==> config.mk <==
export PLATFORM = sky130hd
export DESIGN_NAME = skeeball_score_keeper
export DESIGN_NICKNAME = d
export VERILOG_FILES = /design/src/rtl/skeeball_pkg.sv /design/src/rtl/skeeball_bcd_add.sv /design/src/rtl/skeeball_score_keeper.sv
export SDC_FILE = /design/constraint.sdc
export NUM_CORES = 1
export LEC_CHECK = 0
export ABC_AREA = 1
export ABC_CLOCK_PERIOD_IN_PS = 2800
export CELL_PAD_IN_SITES_DETAIL_PLACEMENT = 1
export CELL_PAD_IN_SITES_GLOBAL_PLACEMENT = 1
export CORE_ASPECT_RATIO = 1.5
export CORE_UTILIZATION = 37
export CTS_BUF_LIST = sky130_fd_sc_hd__clkbuf_8
export DETAILED_ROUTE_END_ITERATION = 7
export GPL_TIMING_DRIVEN = 1
export PLACE_DENSITY_LB_ADDON = 0.1
export SLEW_MARGIN = 10
export SYNTH_ARGS = -nofsm -noshare
export SYNTH_HDL_FRONTEND = slang
export SYNTH_SLANG_ARGS = --single-unit
==> constraint.sdc <==
create_clock -name clk -period 2.8 [get_ports clk]
set_input_delay 0.42 -clock clk [delete_from_list [all_inputs] [get_ports clk]]
set_output_delay 0.42 -clock clk [all_outputs]
set_load 0.01 [all_outputs]
==> src/rtl/skeeball_pkg.sv <==
// Shared types and constants for the skee-ball score keeper: state encoding,
// per-hole point values (in tens) and default game parameters.
package skeeball_pkg;

  typedef enum logic [1:0] {
    IDLE = 2'b00,
    PLAY = 2'b01,
    OVER = 2'b10
  } state_t;

  localparam int DEFAULT_BALLS     = 9;
  localparam int DEFAULT_GAME_SECS = 60;

  localparam logic [2:0] HOLE0_POINTS = 3'd1;
  localparam logic [2:0] HOLE1_POINTS = 3'd2;
  localparam logic [2:0] HOLE2_POINTS = 3'd3;
  localparam logic [2:0] HOLE3_POINTS = 3'd4;
  localparam logic [2:0] HOLE4_POINTS = 3'd5;

  // Only the highest rising hole scores; zero means no scoring hit this cycle.
  function automatic logic [2:0] priority_points(input logic [4:0] rise);
    logic [2:0] pts;
    pts = 3'd0;
    if      (rise[4]) pts = HOLE4_POINTS;
    else if (rise[3]) pts = HOLE3_POINTS;
    else if (rise[2]) pts = HOLE2_POINTS;
    else if (rise[1]) pts = HOLE1_POINTS;
    else if (rise[0]) pts = HOLE0_POINTS;
    return pts;
  endfunction

endpackage

==> src/rtl/skeeball_bcd_add.sv <==
// Combinational BCD adder: adds 1-5 tens to a two-digit {hundreds, tens}
// score and saturates at 99 tens.
module skeeball_bcd_add
  import skeeball_pkg::*;
(
  input  logic [7:0] score_in,
  input  logic [2:0] points,
  output logic [7:0] score_out
);

  logic [4:0] tens_sum;

  always_comb begin
    tens_sum  = {1'b0, score_in[3:0]} + {2'b00, points};
    score_out = {score_in[7:4], tens_sum[3:0]};
    if (tens_sum > 5'd9) begin
      if (score_in[7:4] == 4'd9) begin
        score_out = 8'h99;
      end else begin
        score_out = {score_in[7:4] + 4'd1, 4'(tens_sum - 5'd10)};
      end
    end
  end

endmodule

==> src/rtl/skeeball_score_keeper.sv <==
// Skee-ball game control: hole-hit edge detection and priority, BCD score
// accumulation, ball and time down-counters, and the IDLE/PLAY/OVER sequencer.
module skeeball_score_keeper
  import skeeball_pkg::*;
#(
  parameter int BALLS     = DEFAULT_BALLS,
  parameter int GAME_SECS = DEFAULT_GAME_SECS
) (
  input  logic        clk,
  input  logic        reset,
  input  logic        start,
  input  logic [4:0]  hole_hit,
  input  logic        tick_1hz,
  output logic [11:0] score_bcd,
  output logic [3:0]  balls_left,
  output logic [6:0]  time_left,
  output logic [1:0]  state,
  output logic        game_over
);

  state_t     state_q, state_n;
  logic [4:0] hit_q;
  logic [7:0] score_q, score_n, score_sum;
  logic [3:0] balls_q, balls_n;
  logic [6:0] time_q, time_n;
  logic [4:0] hit_rise;
  logic [2:0] hit_points;

  assign hit_rise   = hole_hit & ~hit_q;
  assign hit_points = priority_points(hit_rise);

  skeeball_bcd_add u_bcd_add (
    .score_in  (score_q),
    .points    (hit_points),
    .score_out (score_sum)
  );

  // Counters are tested after update so a hit or tick landing on zero ends the game next cycle.
  always_comb begin
    state_n = state_q;
    score_n = score_q;
    balls_n = balls_q;
    time_n  = time_q;
    case (state_q)
      PLAY: begin
        if (hit_points != 3'd0) begin
          score_n = score_sum;
          balls_n = balls_q - 4'd1;
        end
        if (tick_1hz) begin
          time_n = time_q - 7'd1;
        end
        if (balls_n == 4'd0 || time_n == 7'd0) begin
          state_n = OVER;
        end
      end
      default: begin
        if (start) begin
          state_n = PLAY;
          score_n = 8'h00;
          balls_n = 4'(BALLS);
          time_n  = 7'(GAME_SECS);
        end
      end
    endcase
  end

  always_ff @(posedge clk) begin
    if (reset) begin
      state_q <= IDLE;
      hit_q   <= 5'd0;
      score_q <= 8'h00;
      balls_q <= 4'd0;
      time_q  <= 7'd0;
    end else begin
      state_q <= state_n;
      hit_q   <= hole_hit;
      score_q <= score_n;
      balls_q <= balls_n;
      time_q  <= time_n;
    end
  end

  assign score_bcd  = {score_q, 4'h0};
  assign balls_left = balls_q;
  assign time_left  = time_q;
  assign state      = state_q;
  assign game_over  = (state_q == OVER);

endmodule

# [After elaboration in Yosys (flattened, before gate mapping)]
# Cells that the tools add are included.
[totals] inputBits=9 reg_bits=26 out_inout_bits=26 word_cells=49
[op_classes] magnitude_cmp=1 eq_ne=6 mux=21 reduce_logical=8 bitwise=2 addsub=5
[op_table] op="$mux 8" n=5
[op_table] op="$mux 7" n=4
[op_table] op="$mux 4" n=4
[op_table] op="$mux 2" n=5
[op_table] op="$logic_not 7->1" n=1
[op_table] op="$sub 7x1->7 const B" n=1
[op_table] op="$mux 3" n=2
[op_table] op="$add 4x3->5" n=1
[op_table] op="$and 5x5->5" n=1
[op_table] op="$gt 5x4->1 const B" n=1
[op_table] op="$not 5->5" n=1
[op_table] op="$add 4x1->4 const B" n=1
[op_table] op="$eq 4x4->1 const B" n=1
[op_table] op="$logic_not 4->1" n=1
[op_table] op="$ne 2x2->1 const B" n=2
[op_table] op="$reduce_and 2->1" n=2
[op_table] op="$sub 4x1->4 const B" n=1
[op_table] op="$sub 4x4->4 const B" n=1
[op_table] op="$reduce_and 3->1" n=1
[op_table] op="$reduce_bool 3->1" n=1
[op_table] op="$eq 2x1->1 const B" n=1
[op_table] op="$eq 2x2->1 const B" n=1
[op_table] op="$ne 2x1->1 const B" n=1
[op_table] op="$reduce_bool 2->1" n=1
[op_table] op="2 further kinds" n=2

# [Longest topological paths before layout]
[logic_depth] ltp_word=14 depth_mapped=21 depth_no_buf=21

# [Hierarchy]
# A second synthesis with hierarchy kept.
[unflattened] cells_unflattened=259 hier_area_um2=1846.8
[by_module_without_submodules] module="skeeball_score_keeper" area_per_inst_um2=1375.1 n_inst=1 cells_per_inst=182 seq_area_each_um2=520.5
[by_module_without_submodules] module="skeeball_bcd_add" area_per_inst_um2=471.7 n_inst=1 cells_per_inst=77 seq_area_each_um2=0.0

# [Worst setup path before layout]
# Ideal clock, no wire load.
[synth_timing] path_kind="input port to flip-flop" from="input hole_hit[0]" to="register score_q[4]" t_arrival_ns=2.382 setup_ns=0.070 path_buffers=0 t_required_ns=2.730 slack_ns=0.348 cell_stages=21 cell_sequence="inv_1 > nor2_1 > nand2_1 > nand2_1 > nand2_1 > nand2_1 > ha_1 > inv_1 > fa_1 > nor2_1 > inv_2 > nand2_1 > ha_1 > inv_1 > nand3_1 > nand2_2 > inv_2 > nor2_4 > nor2_4 > nand2_1 > a21oi_1"
[synth_via] elab_chain_len=10 word_cells_on_any_way=12 cone_classes="add/sub: 1; order compare: 1; eq/ne: 2; mux: 5; bitwise: 1; reduce/logical: 2"
[synth_rtl] item="start: declaration" line="skeeball_score_keeper.sv:12" text="input logic [4:0] hole_hit,"
[synth_rtl] item="$and 5x5->5 (*)" line="skeeball_score_keeper.sv:29" text="assign hit_rise = hole_hit & ~hit_q;"
[synth_rtl] item="$mux 1 (*)" line="skeeball_pkg.sv:28" text="else if (rise[0]) pts = HOLE0_POINTS;"
[synth_rtl] item="$mux 2 (*)" line="skeeball_pkg.sv:27" text="else if (rise[1]) pts = HOLE1_POINTS;"
[synth_rtl] item="$mux 2 (*)" line="skeeball_pkg.sv:26" text="else if (rise[2]) pts = HOLE2_POINTS;"
[synth_rtl] item="$mux 3 (*)" line="skeeball_pkg.sv:25" text="else if (rise[3]) pts = HOLE3_POINTS;"
[synth_rtl] item="$mux 3 (*)" line="skeeball_pkg.sv:24" text="if (rise[4]) pts = HOLE4_POINTS;"
[synth_rtl] item="$add 4x3->5" line="skeeball_bcd_add.sv:14" text="tens_sum = {1'b0, score_in[3:0]} + {2'b00, points};"
[synth_rtl] item="$gt 5x4->1" line="skeeball_bcd_add.sv:16" text="if (tens_sum > 5'd9) begin"
[synth_rtl] item="$ne 2x1->1 (no line)"
[synth_rtl] item="$reduce_and 3->1 (no line) (*)"
[synth_rtl] item="end signal: assignment" line="skeeball_score_keeper.sv:78" text="score_q <= score_n;"
[synth_rtl] item="end: declaration" line="skeeball_score_keeper.sv:23" text="logic [7:0] score_q, score_n, score_sum;"
# Every way passes the cells marked *; elsewhere a longest branch is shown, timed or not.
# A chain may end at the register's enable or synchronous reset.

# [Worst setup path after layout]
[layout_timing] from="input hole_hit[1]" to="register score_q[1]"
[layout_via] elab_chain_len=11 word_cells_on_any_way=15 cone_classes="add/sub: 2; order compare: 1; eq/ne: 1; mux: 8; bitwise: 1; reduce/logical: 2"
[layout_rtl] item="$and 5x5->5 (*)" line="skeeball_score_keeper.sv:29"
[layout_rtl] item="$mux 2 (*)" line="skeeball_pkg.sv:27"
[layout_rtl] item="$mux 2 (*)" line="skeeball_pkg.sv:26"
[layout_rtl] item="$mux 3 (*)" line="skeeball_pkg.sv:25"
[layout_rtl] item="$mux 3 (*)" line="skeeball_pkg.sv:24"
[layout_rtl] item="$add 4x3->5" line="skeeball_bcd_add.sv:14"
[layout_rtl] item="$sub 4x4->4" line="skeeball_bcd_add.sv:20" text="score_out = {score_in[7:4] + 4'd1, 4'(tens_sum - 5'd10)};"
[layout_rtl] item="$mux 8" line="skeeball_bcd_add.sv:17" text="if (score_in[7:4] == 4'd9) begin"
[layout_rtl] item="$mux 8" line="skeeball_bcd_add.sv:16"
[layout_rtl] item="$mux 8" line="skeeball_score_keeper.sv:46" text="if (hit_points != 3'd0) begin"
[layout_rtl] item="$mux 8" line="skeeball_score_keeper.sv:44" text="case (state_q)"
# Every way passes the cells marked *; elsewhere a longest branch is shown, timed or not. The select of a mux whose other input is x is not followed.

==> flow_summary_export.csv <==
group,metric,value,unit
synthesis,yosys_warnings,0,
grt,grt_pass1_vias,1744,
floorplan,fp.dieH,84.7,um
final_layout,fillers,579,
synthesis,synth_xor_area_share,1.56,%
synthesis,synthAdderAreaFrac,7.13,%
setup_path,cp.required,3.01,ns
floorplan,die_area,4830,sq um
setup_path,critPathCaptureType,"register",
synthesis,synth-seq-area-share,30.9,%
floorplan,ioPinCount,35,
synthesis,synth_top_family_by_area,"simple AND/OR/NAND/NOR gates",
final_layout,area_growth,31.5,%
route,vias,1687,
clock_network,cts_hold_buf,0,
final_layout,multiInputGateArea,987,sq um
timing,max_freq,382,MHz
setup_path,critPathKind,"in2reg",
setup_path,rrSetupSlack,0.43,ns
route,ant_nets,0,
floorplan,die_w,57.1,um
synthesis,synth.distinct_cells,28,
final_layout,drive_gt1_share,18.1,%
placement,pre_cts_slack,-0.216,ns
setup_path,start_kind,"primary input",
route,drtIter0Drc,53,
clock_network,h-tree-depth,1,
route,routed_wl,4260,um
clock_network,clock_latency,0.28,ns
setup_path,reg2reg_depth,21,
floorplan,start_util,39.4,%
timing,whs,0.379,ns
timing,final_max_slew_viol_count,0,
clock_network,cts_tree,"built",
floorplan,core,4280,sq um
setup_path,cp.arrival,2.82,ns
route,avgViaCountPerCell,4.90,
grt,grt_overflow,0,
timing,setup_tns,0,ns
placement,port_buffers,30,
synthesis,syn_area,1690,sq um
synthesis,yosys.area_share.simple,34.1,%
min_path,min_delay_path_depth,3,
timing,setup_viol,0,
timing,finClkSkew,0.00432,ns
final_layout,register_area,520,sq um
timing,worst_slack,0.184,ns
clock_network,clock_sinks,26,
final_layout,fin_nets,318,
min_path,hold_path_end,"hit_q[0]",
route,firstDrtPassIters,6,
synthesis,synth_compound_area_share,11.8,%
power,ir_worst_vdd,0.000264,V
clock_network,cts_buffers,3,
final_layout,instances_no_fill,344,
clock_network,cts_root_buffer,"clkbuf_8",
power,p_leak,0.00105,uW
flow_run,max_cap_viol_count,0,
setup_path,r2r_end,"score_q[1]",
grt,antenna_found_initial,0,
setup_path,r2r_start,"hit_q[1]",
grt,grt_max_degree,14,
route,route.detailed.drc,6,
power,p_per_area,536,nW/um^2
route,post_drt_wl_per_cell,12.4,um
clock_network,clk_pin_slew,0.09,ns
floorplan,rows,29,
synthesis,syn_inst,255,
timing,hold_viol,0,
synthesis,synthMuxAreaShare,0,%
grt,grt_usage,19.5,%
clock_network,clock_path_buffers,2,
status,status,"complete, but fails checks",
min_path,hold_start,"hole_hit[0]",
placement,hpwl,3390,um
setup_path,crit_path_max_fanout,4,
timing,min_period_over_period,93.4,%
timing,fin_crit,2.62,ns
final_layout,antenna_cells,0,
status,violations,"DRC",
min_path,hold_path_class,"in2reg",
final_layout,post-route-util,51.8,%
placement,dp_cells,336,
synthesis,syn_avg_cell_area,6.61,sq um
grt,grt_pass1_wl,7520,um
synthesis,ys_seq_elements,26,
placement,place_congestion,0.827,
[synth_stat cells]
cell	instances	share of area, %
o211ai_1	3	1.3
nor2_2	3	1.1
dfxtp_1	26	31
nand2_2	5	1.9
nand3_2	1	0.59
o21ai_1	4	1.2
inv_2	4	0.89
a221oi_1	2	1.0
o21ai_0	2	0.59
nor2_4	4	2.7
o21ai_2	3	1.6
nand3_1	18	5.3
inv_1	47	10
buf_4	5	2.2
a21oi_1	17	5.0
ha_1	8	5.9
nand2_1	71	16
xor2_1	2	1.0
clkinv_1	1	0.22
conb_1	1	0.22
nand4_1	4	1.5
clkbuf_1	2	0.45
nand2_4	1	0.67
nor2_1	16	3.6
xnor2_1	1	0.52
nand3_4	1	1.0
o221ai_1	2	1.0
fa_1	1	1.2
[layout by cell type, fill, tap and decap left out, drive strengths merged]
cell type / n
nand2: 77
inv: 51
clkdlybuf4s50: 28
dfxtp: 26
nor2: 23
nand3: 20
a21oi: 17
buf: 14
o21ai: 9
ha: 8
nand4: 4
conb: 4
o211ai: 3
clkbuf: 3
a221oi: 2
o221ai: 2
xor2: 2
dlymetal6s2s: 2
xnor2: 1
clkinv: 1
fa: 1
[logic make-up (layout without fill, tap and decap cells)]
| family | Yosys count | in the layout |
|---|---|---|
| other | 1 | 4 |
| adders and majority gates | 9 | 9 |
| buffers and inverters | 59 | 99 |
| DFF | 26 | 26 |
| AOI/OAI and AO/OA | 33 | 33 |
| xor gates and xnor gates | 3 | 3 |
| and+or+nand+nor | 124 | 124 |
[report_power, final]
group | switching [uW] | internal (uW) | leakage [uW]
clock | 120 | 96.7 | 0.0000216
sequential | 38.1 | 408 | 0.000214
combinational | 287 | 236 | 0.000818
[critical path: stages]
cell,delay [ns]
clkdlybuf4s50_1,0.43
nand2_2,0.08
nand2_1,0.05
nand2_1,0.05
nand2_1,0.06
nand2_1,0.07
ha_2,0.17
inv_2,0.04
fa_2,0.37
nor2_2,0.12
inv_2,0.06
nand2_4,0.08
ha_4,0.13
inv_2,0.04
nand3_2,0.06
nand2_2,0.08
buf_4,0.14
buf_4,0.12
nand2_1,0.05
nand3_1,0.07
a21oi_1,0.12
[worst max path at each step]
| stage | startpoint | endpoint | slack (ns) |
|---|---|---|---|
| 6_report | hole_hit[1] | score_q[1] | 0.18 |
| 5_1_grt | hole_hit[1] | score_q[5] | -0.05 |
| 4_1_cts | hole_hit[0] | score_q[6] | 0.08 |
| 3_5_place_dp | hole_hit[0] | score_q[6] | -0.22 |
| 3_3_place_gp | hole_hit[0] | score_q[7] | -0.13 |
| 2_1_floorplan | hole_hit[0] | score_q[4] | 0.35 |
[timing repair]
item | in CTS | in global routing
endpoints found under the hold margin | 0 | 0
endpoints found under the setup margin | 0 | 8
resized for setup | 0 | 20
setup buffers | 0 | 5
[registers in the layout, indices dropped and copies added, names as in the netlist]
name	count
time_left	7
hit_q	5
score_q	8
state	2
balls_left	4
[per-layer routing]
| layer | part of all wire (%) | track usage (%) | wire [um] | vias up |
|---|---|---|---|---|
| li1 | - | - | - | 873 |
| met3 | 1.6 | 2.00 | 67 | 5 |
| met2 | 56 | 36.9 | 2400 | 19 |
| met1 | 40 | 21.5 | 1720 | 790 |
| met5 | 0 | 0 | 0 | - |
| met4 | 1.6 | 7.98 | 68 | 0 |
[area by class of cell]
type | instances | share of cell area, %
inverters | 52 | 8.81
clock buffers | 3 | 1.86
well taps | 46 | 2.60
repair buffers | 44 | 18.7
flip-flops and latches | 26 | 23.5
multi-input cells | 173 | 44.6
[metrics by stage]
stage	total power, uW	area [sq um]
4_1_cts	1150	2120
2_1_floorplan	751	1700
5_1_grt	1280	2220
3_5_place_dp	934	2080
3_3_place_gp	924	2080
6_report	1190	2220
Power figures use the tool's default switching activity.
